`src/rtl/sign_narrow_seq_pkg.sv`:
```
// Shared definitions for the sign_narrow_seq block.
// Contents: default word/immediate widths and the FSM state encodings
// (IDLE/SCAN/DONE) used by the top level.
package sign_narrow_seq_pkg;

    localparam int unsigned DEF_IN_W  = 32;
    localparam int unsigned DEF_OUT_W = 16;
    localparam int unsigned DEF_CW    = 6;

    localparam logic [1:0] ST_IDLE = 2'b00;
    localparam logic [1:0] ST_SCAN = 2'b01;
    localparam logic [1:0] ST_DONE = 2'b10;

endpackage

```
`src/rtl/sign_narrow_seq_if.sv`:
```
// Handshake bundle for sign_narrow_seq.
// Input side : in_valid, in_ready, in_data (signed word to narrow).
// Output side: out_valid, out_ready, out_imm (low OUT_W bits), out_width
//              (minimal signed width), out_fits (out_width <= OUT_W).
// master = producer/consumer around the block, slave = the block itself.
interface sign_narrow_seq_if
    import sign_narrow_seq_pkg::*;
#(
    parameter int unsigned IN_W  = DEF_IN_W,
    parameter int unsigned OUT_W = DEF_OUT_W,
    parameter int unsigned CW    = DEF_CW
);
    logic             in_valid;
    logic             in_ready;
    logic [IN_W-1:0]  in_data;
    logic             out_valid;
    logic             out_ready;
    logic [OUT_W-1:0] out_imm;
    logic [CW-1:0]    out_width;
    logic             out_fits;

    modport master (
        output in_valid, in_data, out_ready,
        input  in_ready, out_valid, out_imm, out_width, out_fits
    );

    modport slave (
        input  in_valid, in_data, out_ready,
        output in_ready, out_valid, out_imm, out_width, out_fits
    );
endinterface

```
`src/rtl/sign_run_counter.sv`:
```
// Counts the run of redundant sign bits in a captured word, one bit per cycle.
// Ports:
//   clk, reset_n : clock, asynchronous active-low reset
//   load         : restart the scan (idx = IN_W-2, red = 0)
//   en           : advance the scan by one bit
//   word         : captured word being scanned
//   red          : number of redundant sign bits found so far
//   mismatch     : word[idx] differs from the sign bit (run has ended)
//   idx_zero     : idx has reached bit 0 (last bit to examine)
module sign_run_counter #(
    parameter int unsigned IN_W = 32,
    parameter int unsigned CW   = 6
) (
    input  logic            clk,
    input  logic            reset_n,
    input  logic            load,
    input  logic            en,
    input  logic [IN_W-1:0] word,
    output logic [CW-1:0]   red,
    output logic            mismatch,
    output logic            idx_zero
);
    localparam int unsigned IW = $clog2(IN_W);

    logic [IW-1:0] idx;

    assign mismatch = (word[idx] != word[IN_W-1]);
    assign idx_zero = (idx == '0);

    // idx parks at 0 instead of wrapping; the FSM leaves SCAN on that cycle.
    always_ff @(posedge clk or negedge reset_n) begin
        if (!reset_n) begin
            idx <= '0;
            red <= '0;
        end else if (load) begin
            idx <= IW'(IN_W - 2);
            red <= '0;
        end else if (en && !mismatch) begin
            red <= red + CW'(1);
            if (!idx_zero) begin
                idx <= idx - IW'(1);
            end
        end
    end
endmodule

```
`src/rtl/sign_narrow_seq.sv`:
```
// Bit-serial inverse of immediate sign extension.
// Captures a signed IN_W word, scans its redundant sign bits one per cycle,
// then presents the truncated immediate, the minimal two's-complement width
// and a flag saying whether the value survives an OUT_W-bit round trip.
// Ports:
//   clk, reset_n : clock, asynchronous active-low reset
//   bus (slave)  : in_valid/in_ready/in_data request side,
//                  out_valid/out_ready/out_imm/out_width/out_fits result side
module sign_narrow_seq
    import sign_narrow_seq_pkg::*;
#(
    parameter int unsigned IN_W  = DEF_IN_W,
    parameter int unsigned OUT_W = DEF_OUT_W,
    parameter int unsigned CW    = DEF_CW
) (
    input  logic              clk,
    input  logic              reset_n,
    sign_narrow_seq_if.slave  bus
);
    logic [1:0]       state;
    logic [IN_W-1:0]  word;
    logic             out_valid_q;
    logic [OUT_W-1:0] out_imm_q;
    logic [CW-1:0]    out_width_q;
    logic             out_fits_q;

    logic             accept;
    logic             scan_end;
    logic [CW-1:0]    red;
    logic             mismatch;
    logic             idx_zero;
    logic [CW-1:0]    red_final;
    logic [CW-1:0]    width_next;

    assign bus.in_ready = (state == ST_IDLE);
    assign accept       = (state == ST_IDLE) && bus.in_valid;
    assign scan_end     = (state == ST_SCAN) && (mismatch || idx_zero);

    sign_run_counter #(
        .IN_W (IN_W),
        .CW   (CW)
    ) u_run (
        .clk      (clk),
        .reset_n  (reset_n),
        .load     (accept),
        .en       (state == ST_SCAN),
        .word     (word),
        .red      (red),
        .mismatch (mismatch),
        .idx_zero (idx_zero)
    );

    // The counter's last increment lands on the same edge the outputs are
    // registered, so fold it in here rather than spending an extra cycle.
    always_comb begin
        red_final  = mismatch ? red : red + CW'(1);
        width_next = CW'(IN_W) - red_final;
    end

    always_ff @(posedge clk or negedge reset_n) begin
        if (!reset_n) begin
            state       <= ST_IDLE;
            word        <= '0;
            out_valid_q <= 1'b0;
            out_imm_q   <= '0;
            out_width_q <= '0;
            out_fits_q  <= 1'b0;
        end else begin
            case (state)
                ST_IDLE: begin
                    if (accept) begin
                        word  <= bus.in_data;
                        state <= ST_SCAN;
                    end
                end
                ST_SCAN: begin
                    if (scan_end) begin
                        out_valid_q <= 1'b1;
                        out_imm_q   <= word[OUT_W-1:0];
                        out_width_q <= width_next;
                        out_fits_q  <= (width_next <= CW'(OUT_W));
                        state       <= ST_DONE;
                    end
                end
                ST_DONE: begin
                    if (bus.out_ready) begin
                        out_valid_q <= 1'b0;
                        state       <= ST_IDLE;
                    end
                end
                default: state <= ST_IDLE;
            endcase
        end
    end

    assign bus.out_valid = out_valid_q;
    assign bus.out_imm   = out_imm_q;
    assign bus.out_width = out_width_q;
    assign bus.out_fits  = out_fits_q;
endmodule

```
`src/flat_wrapper.sv`:
```
// flat-port wrapper written by rule: the top's interface ports become plain ports
module sign_narrow_seq_flat import sign_narrow_seq_pkg::*;
#(
    parameter int unsigned IN_W  = DEF_IN_W,
    parameter int unsigned OUT_W = DEF_OUT_W,
    parameter int unsigned CW    = DEF_CW
)
  (clk, reset_n, bus_in_valid, bus_in_data, bus_out_ready, bus_in_ready, bus_out_valid, bus_out_imm, bus_out_width, bus_out_fits);
  sign_narrow_seq_if #(.IN_W(IN_W), .OUT_W(OUT_W), .CW(CW)) bus_i ();
  input  logic clk;
  input  logic reset_n;
  input wire logic [$bits(bus_i.in_valid)-1:0] bus_in_valid;
  input wire logic [$bits(bus_i.in_data)-1:0] bus_in_data;
  input wire logic [$bits(bus_i.out_ready)-1:0] bus_out_ready;
  output wire logic [$bits(bus_i.in_ready)-1:0] bus_in_ready;
  output wire logic [$bits(bus_i.out_valid)-1:0] bus_out_valid;
  output wire logic [$bits(bus_i.out_imm)-1:0] bus_out_imm;
  output wire logic [$bits(bus_i.out_width)-1:0] bus_out_width;
  output wire logic [$bits(bus_i.out_fits)-1:0] bus_out_fits;
  assign bus_i.in_valid = bus_in_valid;
  assign bus_i.in_data = bus_in_data;
  assign bus_i.out_ready = bus_out_ready;
  assign bus_in_ready = bus_i.in_ready;
  assign bus_out_valid = bus_i.out_valid;
  assign bus_out_imm = bus_i.out_imm;
  assign bus_out_width = bus_i.out_width;
  assign bus_out_fits = bus_i.out_fits;
  sign_narrow_seq #(.IN_W(IN_W), .OUT_W(OUT_W), .CW(CW)) u_core (.clk(clk), .reset_n(reset_n), .bus(bus_i));
endmodule
```
`config.mk`:
```
export PLATFORM = sky130hd
export DESIGN_NAME = sign_narrow_seq_flat
export DESIGN_NICKNAME = d
export VERILOG_FILES = /design/src/rtl/sign_narrow_seq_pkg.sv /design/src/rtl/sign_narrow_seq_if.sv /design/src/rtl/sign_run_counter.sv /design/src/rtl/sign_narrow_seq.sv /design/src/flat_wrapper.sv
export SDC_FILE = /design/constraint.sdc
export NUM_CORES = 1
export LEC_CHECK = 0
export ABC_AREA = 1
export CORE_MARGIN = 2
export CORE_UTILIZATION = 35
export CTS_CLUSTER_DIAMETER = 30
export DETAILED_ROUTE_END_ITERATION = 7
export PLACE_DENSITY_LB_ADDON = 0.15
export SLEW_MARGIN = 30
export SYNTH_ARGS = -nofsm -noshare
export SYNTH_HDL_FRONTEND = slang
export SYNTH_HIERARCHICAL = 1
export SYNTH_SLANG_ARGS = --single-unit
```
`constraint.sdc`:
```
create_clock -name clk -period 3.4 [get_ports clk]
set_input_delay 0.68 -clock clk [delete_from_list [all_inputs] [get_ports clk]]
set_output_delay 0.68 -clock clk [all_outputs]
set_load 0.01 [all_outputs]
```
==> results_dict.tcl, run 1 <==
set metrics [dict create \
    status "finished clean" \
    chipHeight_um 104 \
    end_kind "flip-flop" \
    overflow 0 \
    rsz0062_at_grt "false" \
    antenna_found_initial 0 \
    synth-xor-area-share_pct 1.24 \
    min_period_ns 2.89 \
    synthCells 463 \
    slew_headroom_pct 49.4 \
    path_class "reg2reg" \
    ctsRootBufferMaster "clkbuf_8" \
    fmax_ghz 0.346 \
    viasPerCell 4.54 \
    layout_common_cells "nand2_1 (178), dfrtp_1 (69), clkdlybuf4s50_1 (59)" \
    synth_edf_count 0 \
    multi_input_area_um2 1470 \
    coreArea_um2 9770 \
    critPathTopFamily "simple AND/OR/NAND/NOR gates" \
    cts_buffers 9 \
    antenna_cells 0 \
    worst_path_max_delay_cell "dfrtp_1" \
    finalCritPeriodShare_pct 85.0 \
    cts_tree "built" \
    syn_area_um2 3530 \
    worstSkewPairLatency_ns 0.34 \
    hold_path_class "in2async" \
    tightestPinTransition_ns 0.759 \
    fill_cells 1023 \
    synth.yosys.seq_area_share_pct 48.8 \
    drt-total-wl_mm 7.74 \
    portBuffers 60 \
    grt_pass1_wl_mm 13.6 \
    crit_arrival_ns 3.13 \
    synth_top_family_by_area "simple AND/OR/NAND/NOR gates" \
    synth.area.mux_share_pct 0 \
    drc 0 \
    synth-simple-area-share_pct 32.1 \
    finalSetupViolations 0 \
    cellPowerDensity_nw_per_um2 923 \
    final_common_cell "nand2_1" \
    holdBufCountCts 0 \
    drtAntennaViolNets 0 \
    clkSinkCount 69 \
    syn_nets 503 \
    initial_core_util_pct 36.2 \
    grt_pass1_vias 2975 \
    hold_slack_ns 0.401 \
    p_leak_nw 2.24 \
    synth_compound_area_share_pct 6.80 \
    io_pins 61 \
    finalNetCount 562 \
    grt_max_degree 45 \
    drive_gt1_share_pct 7.59 \
    synth_fa_ha_area_share_pct 1.42 \
    grtUsageTotal_pct 15.3 \
    synth_cell_types 27 \
    maxCapViolCount 0 \
    path_max_fanout 17 \
    cts-htree-levels 3 \
    clk_pin_slew_worst_paths_ns 0.08 \
    skew_ns 0.0102 \
    synthFlopType "dfrtp_1" \
    syn2layout_area_growth_pct 25.9 \
    cts_setup_buffers 0 \
    cp_cell_sequence "inv_2 > nand2_1 > nand2_1 > nand2_1 > nand3_1 > nand3_1 > nand3_2 > nand2_1 > nand2_1 > nand2_2 > inv_1 > inv_2 > nand2_1 > nand2_2 > ha_1 > a21boi_2 > nand3_1 > nand2_1 > nand2_1 > nand3_1 > nand2_1" \
    rows 36 \
    async_flop_share_pct 100 \
    clockBufferDepth 2 \
    die_width_um 104 \
    vdd_drop_max_v 0.000330 \
    dr_total_vias 2999 \
    crit_buf_inv 3 \
    synth_seq_cells 69 \
    die-area_um2 10900 \
    gp_congestion 0.799 \
    crit_top_cell "nand2_1" \
    timing.setup.tns_ns 0 \
    drt_iter0_markers 100 \
    seq_area_um2 1730 \
    cts_resized 0 \
    synth_warnings 6 \
    wl_per_cell_um 11.7 \
    first_pass_iters 4 \
    hold_viol 0 \
    crit_path_start_kind "flip-flop" \
    critPathMaxStageDelay_ns 0.58 \
    slew_violations 0 \
    worstPathRequired_ns 3.64 \
    hpwl_mm 5.52 \
    syn_avg_cell_area_um2 7.63 \
]
-- cell type report --
class	instances	area share (%)
flip-flops and latches	69	38.8
multi-input cells	319	33.1
repair buffers	65	14.5
inverters	58	4.89
well taps	133	3.74
clock buffers	10	3.09
clock inverters	6	1.94
-- metrics by stage --
step	cell area, um2	setup WS [ns]	instances	total power [mW]	util [%]
2_1_floorplan	3530	0.996	463	2.80	-
3_3_place_gp	4230	0.637	644	3.35	43.3
3_5_place_dp	4230	0.523	644	3.40	43.3
4_1_cts	4450	0.491	660	4.17	45.5
5_1_grt	4450	0.0859	660	4.53	45.5
6_report	4450	0.510	660	4.11	45.5
-- state kept, by name, indices dropped and copies added, names as in the netlist --
register / cells
u_core/bus.out_width: 6
u_core/bus.out_fits: 1
u_core/u_run/idx: 5
u_core/state: 2
u_core/word: 32
u_core/bus.out_valid: 1
u_core/bus.out_imm: 16
u_core/u_run/red: 6
-- path summary, 6_finish.rpt --
kind / from / end / slack, ns / depth (start not counted)
worst max-delay path: u_core/u_run/idx[0]$_DFFE_PN0P_ / u_core/bus.out_fits$_DFFE_PN0P_ / 0.51 / 21
worst min-delay path: reset_n / u_core/bus.out_imm[9]$_DFFE_PN0P_ / 0.40 / 1
worst max register to register: u_core/u_run/idx[0]$_DFFE_PN0P_ / u_core/bus.out_fits$_DFFE_PN0P_ / 0.51 / 21
worst min register to register: u_core/bus.out_valid$_DFFE_PN0P_ / u_core/bus.out_valid$_DFFE_PN0P_ / 0.48 / 2
max in group asynchronous: reset_n / u_core/u_run/red[3]$_DFFE_PN0P_ / 2.33 / 2
min in group clk: u_core/bus.out_valid$_DFFE_PN0P_ / u_core/bus.out_valid$_DFFE_PN0P_ / 0.48 / 2
-- synth_stat cells (4+ instances only) --
master	count	share of area, %
nand2_1	178	19
dfrtp_1	69	49
inv_1	56	5.9
nand3_1	49	6.9
o21ai_0	36	5.1
nor2_1	18	1.9
nand2_2	7	1.2
clkbuf_1	6	0.64
nand4_1	5	0.88
xor2_1	5	1.2
buf_2	4	0.57
buf_6	4	1.3
ha_1	4	1.4
-- per-layer routing --
layer / part of all wire, % / routed length (um) / global-route usage, %
met1: 50 / 3880 / 20.2
met2: 44 / 3380 / 24.4
met3: 4.0 / 308 / 2.69
met4: 2.2 / 168 / 7.14
met5: 0 / 0 / 0
-- cells by family (layout without fill, tap and decap cells) --
logic type                 count (synthesis)  after routing
AOI/OAI and AO/OA                         45             45
xor gates and xnor gates                   5              5
and+or+nand+nor                          265            265
buffers and inverters                     75            139
DFF                                       69             69
adders and majority gates                  4              4
-- where the power goes --
group	switching [mW]	internal (mW)	total [mW]
sequential	0.260	1.18	1.44
clock	0.312	0.432	0.743
combinational	1.14	0.783	1.92
total	1.71	2.39	4.11
-- worst register-to-register path, delay by kind of cell (launching register included) --
kind,cells,cell delay [ns]
and+or+nand+nor,16,1.33
AOI/OAI and AO/OA,1,0.23
adders and majority gates,1,0.17
buffers and inverters,3,0.48
DFF,1,0.58
(Power assumes the default switching activity.)
==> run 2, diff against run 1 <==
- ABC_AREA: 1 -> not set
- CTS_CLUSTER_DIAMETER: 30 -> not set
==> results_dict.tcl, run 2 <==
set metrics [dict create \
    hpwl_mm 5.38 \
    chipHeight_um 104 \
    worstReg2RegEnd "u_core/bus.out_fits$_DFFE_PN0P_" \
    drtAntennaViolNets 0 \
    antenna_found_initial 0 \
    swShare_pct 37.5 \
    synth.area.mux_share_pct 17.8 \
    p_leak_nw 1.95 \
    finalCritPeriodShare_pct 90.4 \
    maxCapViolCount 0 \
    synth_top_family_by_area "simple AND/OR/NAND/NOR gates" \
    synth_compound_area_share_pct 7.42 \
    cellPowerDensity_nw_per_um2 971 \
    syn_area_um2 3510 \
    p_sw_mw 1.66 \
    drt-total-wl_mm 7.38 \
    reg2reg_from "u_core/u_run/idx[0]$_DFFE_PN0P_" \
    largest-register "u_core/word" \
    hold_path_class "in2async" \
    rrSetupSlack_ns 0.33 \
    finalNetCount 434 \
    finalSetupViolations 0 \
    synth-xor-area-share_pct 2.50 \
    seq_area_um2 1730 \
    clk_pin_slew_worst_paths_ns 0.08 \
    largest_reg_flops 32 \
    dr_total_vias 2574 \
    worstSkewPairLatency_ns 0.34 \
    async_flop_share_pct 100 \
    clkPwrFrac_pct 16.9 \
    synth_largest_area_cell "dfrtp_1" \
    synth-simple-area-share_pct 18.0 \
    synthCells 324 \
    final_cells 531 \
    grtUsageTotal_pct 14.7 \
    rsz0062_at_grt "false" \
    drive_gt1_share_pct 21.4 \
    first_pass_iters 4 \
    synth_warnings 6 \
    worstPathRequired_ns 3.61 \
    synth.yosys.seq_area_share_pct 49.2 \
    power.internal_mw 2.76 \
    synth_top_area_share_pct 49.2 \
    clockBufferDepth 2 \
    antenna_cells 0 \
    ys_top_cells_by_area "dfrtp_1 (49%), mux2_2 (11%), nand2_1 (6.5%), mux2i_1 (5.4%), xnor2_1 (2.0%)" \
    cts-htree-levels 3 \
    synth_edf_count 0 \
    hold_viol 0 \
    holdBufCountCts 0 \
    synthTopCellsByCount "dfrtp_1 (69), nand2_1 (61), mux2_2 (33)" \
    p_total_mw 4.42 \
    slew_violations 0 \
    crit_start "u_core/u_run/idx[0]$_DFFE_PN0P_" \
    slew_headroom_pct 59.2 \
    ctsRootBufferMaster "clkbuf_8" \
    overflow 0 \
    syn2layout_area_growth_pct 29.6 \
    synth_most_common_cell "dfrtp_1" \
    synth_fa_ha_area_share_pct 1.43 \
    path_class "reg2reg" \
    pwr-share-comb_pct 50.3 \
    endpoint "u_core/bus.out_fits$_DFFE_PN0P_" \
    dp_cells 513 \
    viasPerCell 4.85 \
    timing.setup.tns_ns 0 \
    die_width_um 104 \
    multi_input_area_um2 1700 \
    io_pins 61 \
    initial_core_util_pct 35.9 \
    die-area_um2 10800 \
    path_max_fanout 9 \
    synth_cell_types 52 \
    coreArea_um2 9770 \
    tightestPinTransition_ns 0.612 \
    drt_iter0_markers 79 \
    vdd_drop_max_v 0.000338 \
    final_common_cell "dfrtp_1" \
    skew_ns 0.0116 \
    cts_buffers 9 \
    syn_nets 364 \
    grt_max_degree 52 \
    grt_pass1_vias 2617 \
    status "finished clean" \
    reg2regPathDepth 15 \
    fill_cells 951 \
    crit_arrival_ns 3.28 \
    crit_path_start_kind "flip-flop" \
    cts_tree "built" \
    gp_congestion 0.875 \
    portBuffers 60 \
    layout_common_cells "dfrtp_1 (66), nand2_1 (61), clkdlybuf4s50_1 (59)" \
    synth_seq_cells 69 \
    grt_pass1_wl_mm 12.9 \
    rows 36 \
    drc 0 \
    wl_per_cell_um 13.9 \
    seq_power_share_pct 32.9 \
    end_kind "flip-flop" \
    syn_avg_cell_area_um2 10.8 \
    synthFlopType "dfrtp_1" \
    hold_slack_ns 0.344 \
    min_period_ns 3.07 \
    fmax_ghz 0.325 \
    clkSinkCount 69 \
]
## run 2: changes by cell type after synthesis, moves of 4 or more
cell and change:
inv_1 -51, clkbuf_1 -4, nand3_1 -44, nor2b_1 +8, mux2_2 +33, mux2i_1 +19
nand2_1 -117, xnor2_1 +8, o21ai_0 -26, a22oi_1 +8, nand2_2 -6
## run 2: worst min-delay path by stage
stage | end | slack, ns | cells past startpoint
2_1_floorplan | u_core/bus.out_fits$_DFFE_PN0P_ | 0.38 | 0
3_3_place_gp | u_core/bus.out_imm[1]$_DFFE_PN0P_ | 0.46 | 2
3_5_place_dp | u_core/bus.out_imm[14]$_DFFE_PN0P_ | 0.46 | 2
4_1_cts | u_core/bus.out_imm[14]$_DFFE_PN0P_ | 0.35 | 1
5_1_grt | u_core/word[14]$_DFFE_PN0P_ | 0.38 | 1
6_report | u_core/word[18]$_DFFE_PN0P_ | 0.34 | 1
## run 2: cells by family after synthesis
kind of cell             Yosys count
AO/OA/AOI/OAI                     38
XOR/XNOR                          10
adder cells (fa/ha/maj)            4
buffers and inverters             19
flip-flops                        69
multiplexers                      57
AND/OR/NAND/NOR                  127
## run 2: layout make-up
cell class	count	share of cell area [%]
clock buffer	10	3.03
clock inverter	5	1.84
inverter	5	0.413
multi-input combinational	236	37.4
sequential	69	38.0
tap	133	3.66
timing repair buffer	73	15.6
## run 2: per-layer routing
metal / track usage (%) / wire length [um] / vias up
met5: 0 / 0 / -
met4: 6.95 / 136 / 0
met3: 3.20 / 338 / 10
met2: 22.1 / 3310 / 61
met1: 20.0 / 3590 / 1223
li1: - / - / 1280
## run 2: repair_timing
item                       in CTS  in global routing
setup buffers                   0                  3
resized for setup               0                 12
setup endpoints to repair       0                  2
## run 2: stage by stage
step                      worst slack, ns  utilization [%]  cell area (um2)
after global placement              0.324             43.5             4260
after global routing               0.0370             46.5             4550
final                               0.325             46.5             4550
after CTS                           0.109             45.8             4480
after detailed placement            0.147             43.6             4260
after floorplan                     0.547                -             3510
## run 2: power groups by stage
stage | Sequential (mW) | Combinational [mW] | Clock [mW]
after floorplan | 1.45 | 1.50 | 0
after global placement | 1.48 | 2.12 | 0
after detailed placement | 1.48 | 2.17 | 0
after CTS | 1.46 | 2.18 | 0.774
after global routing | 1.51 | 2.49 | 0.804
final | 1.45 | 2.22 | 0.745
## run 2: critical path: stages (launching register included)
cell and delay [ns]:
dfrtp_2 0.44, buf_4 0.16, mux2i_1 0.13, a22oi_2 0.26
nand2_1 0.10, o31ai_2 0.21, nor2_1 0.08, xnor2_1 0.14
buf_4 0.18, mux2i_1 0.21, ha_2 0.25, nor2_1 0.06
a211oi_1 0.27, o21ai_0 0.18, a32oi_1 0.18, o31ai_1 0.08
==> run 3, diff against run 2 <==
- CAP_MARGIN: not set -> 25
- CORE_UTILIZATION: 35 -> 53
==> results_dict.tcl, run 3 (synthesis results as in run 2) <==
set metrics [dict create \
    status "finished clean" \
    cts-htree-levels 3 \
    worstPathRequired_ns 3.62 \
    hold_viol 0 \
    wl_per_cell_um 15.4 \
    drc 0 \
    grt_pass1_vias 2576 \
    viasPerCell 5.53 \
    largest-register "u_core/word" \
    finalCritPeriodShare_pct 91.0 \
    worstSkewPairLatency_ns 0.34 \
    chipHeight_um 85.4 \
    vdd_drop_max_v 0.000643 \
    io_pins 61 \
    hpwl_mm 5.08 \
    p_sw_mw 1.64 \
    fmax_ghz 0.323 \
    path_max_fanout 10 \
    cp_cell_sequence "buf_4 > mux2i_1 > a22oi_2 > nand4_1 > nand2_2 > nor2_1 > xnor2_1 > buf_4 > xor2_1 > ha_2 > nor2_1 > a211oi_1 > o21ai_0 > a32oi_1 > o31ai_1" \
    cellPowerDensity_nw_per_um2 973 \
    skew_ns 0.0170 \
    hold_slack_ns 0.233 \
    die-area_um2 7290 \
    worst_path_max_delay_cell "dfrtp_2" \
    critPathMaxStageDelay_ns 0.47 \
    swShare_pct 38.3 \
    slew_headroom_pct 58.8 \
    crit_buf_inv 2 \
    drt_iter0_markers 116 \
    pwr-share-comb_pct 50.7 \
    die_width_um 85.4 \
    gp_congestion 0.924 \
    syn2layout_area_growth_pct 25.5 \
    drt-total-wl_mm 7.27 \
    crit_arrival_ns 3.32 \
    holdBufCountCts 0 \
    rows 29 \
    initial_core_util_pct 54.9 \
    maxCapViolCount 0 \
    final_common_cell "dfrtp_1" \
    coreArea_um2 6390 \
    hold_path_class "in2async" \
    drive_gt1_share_pct 19.4 \
    end_kind "flip-flop" \
    min_period_ns 3.10 \
    rsz0062_at_grt "false" \
    p_total_mw 4.29 \
    cts_buffers 9 \
    power.internal_mw 2.64 \
    layout_common_cells "dfrtp_1 (68), nand2_1 (61), clkdlybuf4s50_1 (59)" \
    slew_violations 0 \
    grt_pass1_wl_mm 12.3 \
    largest_reg_flops 32 \
    clk_pin_slew_worst_paths_ns 0.08 \
    p_leak_nw 1.92 \
    ctsRootBufferMaster "clkbuf_8" \
    dr_total_vias 2618 \
    tightestPinTransition_ns 0.618 \
    drtAntennaViolNets 0 \
    clkPwrFrac_pct 14.8 \
    first_pass_iters 4 \
    seq_power_share_pct 34.5 \
    finalNetCount 431 \
    clockBufferDepth 2 \
    timing.setup.tns_ns 0 \
    critPathTopFamily "compound AO/OA/AOI/OAI gates" \
    cts_tree "built" \
    clkSinkCount 69 \
    finalSetupViolations 0 \
    crit_path_start_kind "flip-flop" \
    grtUsageTotal_pct 21.5 \
    portBuffers 60 \
    overflow 0 \
    antenna_found_initial 0 \
    antenna_cells 0 \
    grt_max_degree 52 \
    path_class "reg2reg" \
]
-- run 3: changes by cell type in the layout (fill, tap and decap cells not counted), sizes merged --
cell	delta
buf	-3
clkinv	+3
clkbuf	+2
clkinvlp	-2
bufinv	-1
inv	-1
-- run 3: power by group through the flow --
stage,Combinational (mW),Sequential (mW),Clock [mW]
global placement,2.01,1.50,0
CTS,2.10,1.48,0.651
detailed placement,2.09,1.50,0
global route,2.39,1.53,0.689
finish,2.17,1.48,0.636
floorplan,1.50,1.45,0
-- run 3: path summary, 6_finish.rpt --
path / start / endpoint / slack (ns) / cells after the start
worst min-delay path: reset_n / u_core/word[6]$_DFFE_PN0P_ / 0.23 / 1
worst max register to register: u_core/u_run/idx[0]$_DFFE_PN0P_ / u_core/bus.out_fits$_DFFE_PN0P_ / 0.30 / 15
max in group asynchronous: reset_n / u_core/u_run/idx[0]$_DFFE_PN0P_ / 2.40 / 2
min in group clk: u_core/bus.out_imm[8]$_DFFE_PN0P_ / u_core/bus.out_imm[8]$_DFFE_PN0P_ / 0.47 / 2
worst min register to register: u_core/bus.out_imm[8]$_DFFE_PN0P_ / u_core/bus.out_imm[8]$_DFFE_PN0P_ / 0.47 / 2
worst max-delay path: u_core/u_run/idx[0]$_DFFE_PN0P_ / u_core/bus.out_fits$_DFFE_PN0P_ / 0.30 / 15
-- run 3: timing repair --
action | in CTS | in global routing
resized for setup | 0 | 10
buffers inserted | 0 | 3
setup endpoints to repair | 0 | 2
-- run 3: area by class of cell --
class,count,area [um2]
timing repair buffer,70,671
tap,77,96.3
fill,522,1980
clock buffer,12,135
sequential,69,1730
multi-input combinational,236,1710
clock inverter,4,48.8
inverter,5,18.8
-- run 3: routing by layer --
| layer | global-route usage (%) | vias up | share of wire [%] |
|---|---|---|---|
| met5 | 0 | - | 0 |
| met4 | 7.65 | 0 | 1.1 |
| met3 | 4.96 | 7 | 4.2 |
| met2 | 34.0 | 61 | 48 |
| met1 | 29.2 | 1279 | 47 |
| li1 | - | 1271 | - |
-- run 3: stage by stage --
stage	cell area (um2)	std cells	setup slack (ns)	util, %
global route	4400	473	0.0272	68.9
floorplan	3510	324	0.547	-
global placement	4150	454	0.214	64.9
detailed placement	4150	454	0.0636	64.9
finish	4400	473	0.305	68.9
CTS	4330	470	0.0540	67.8
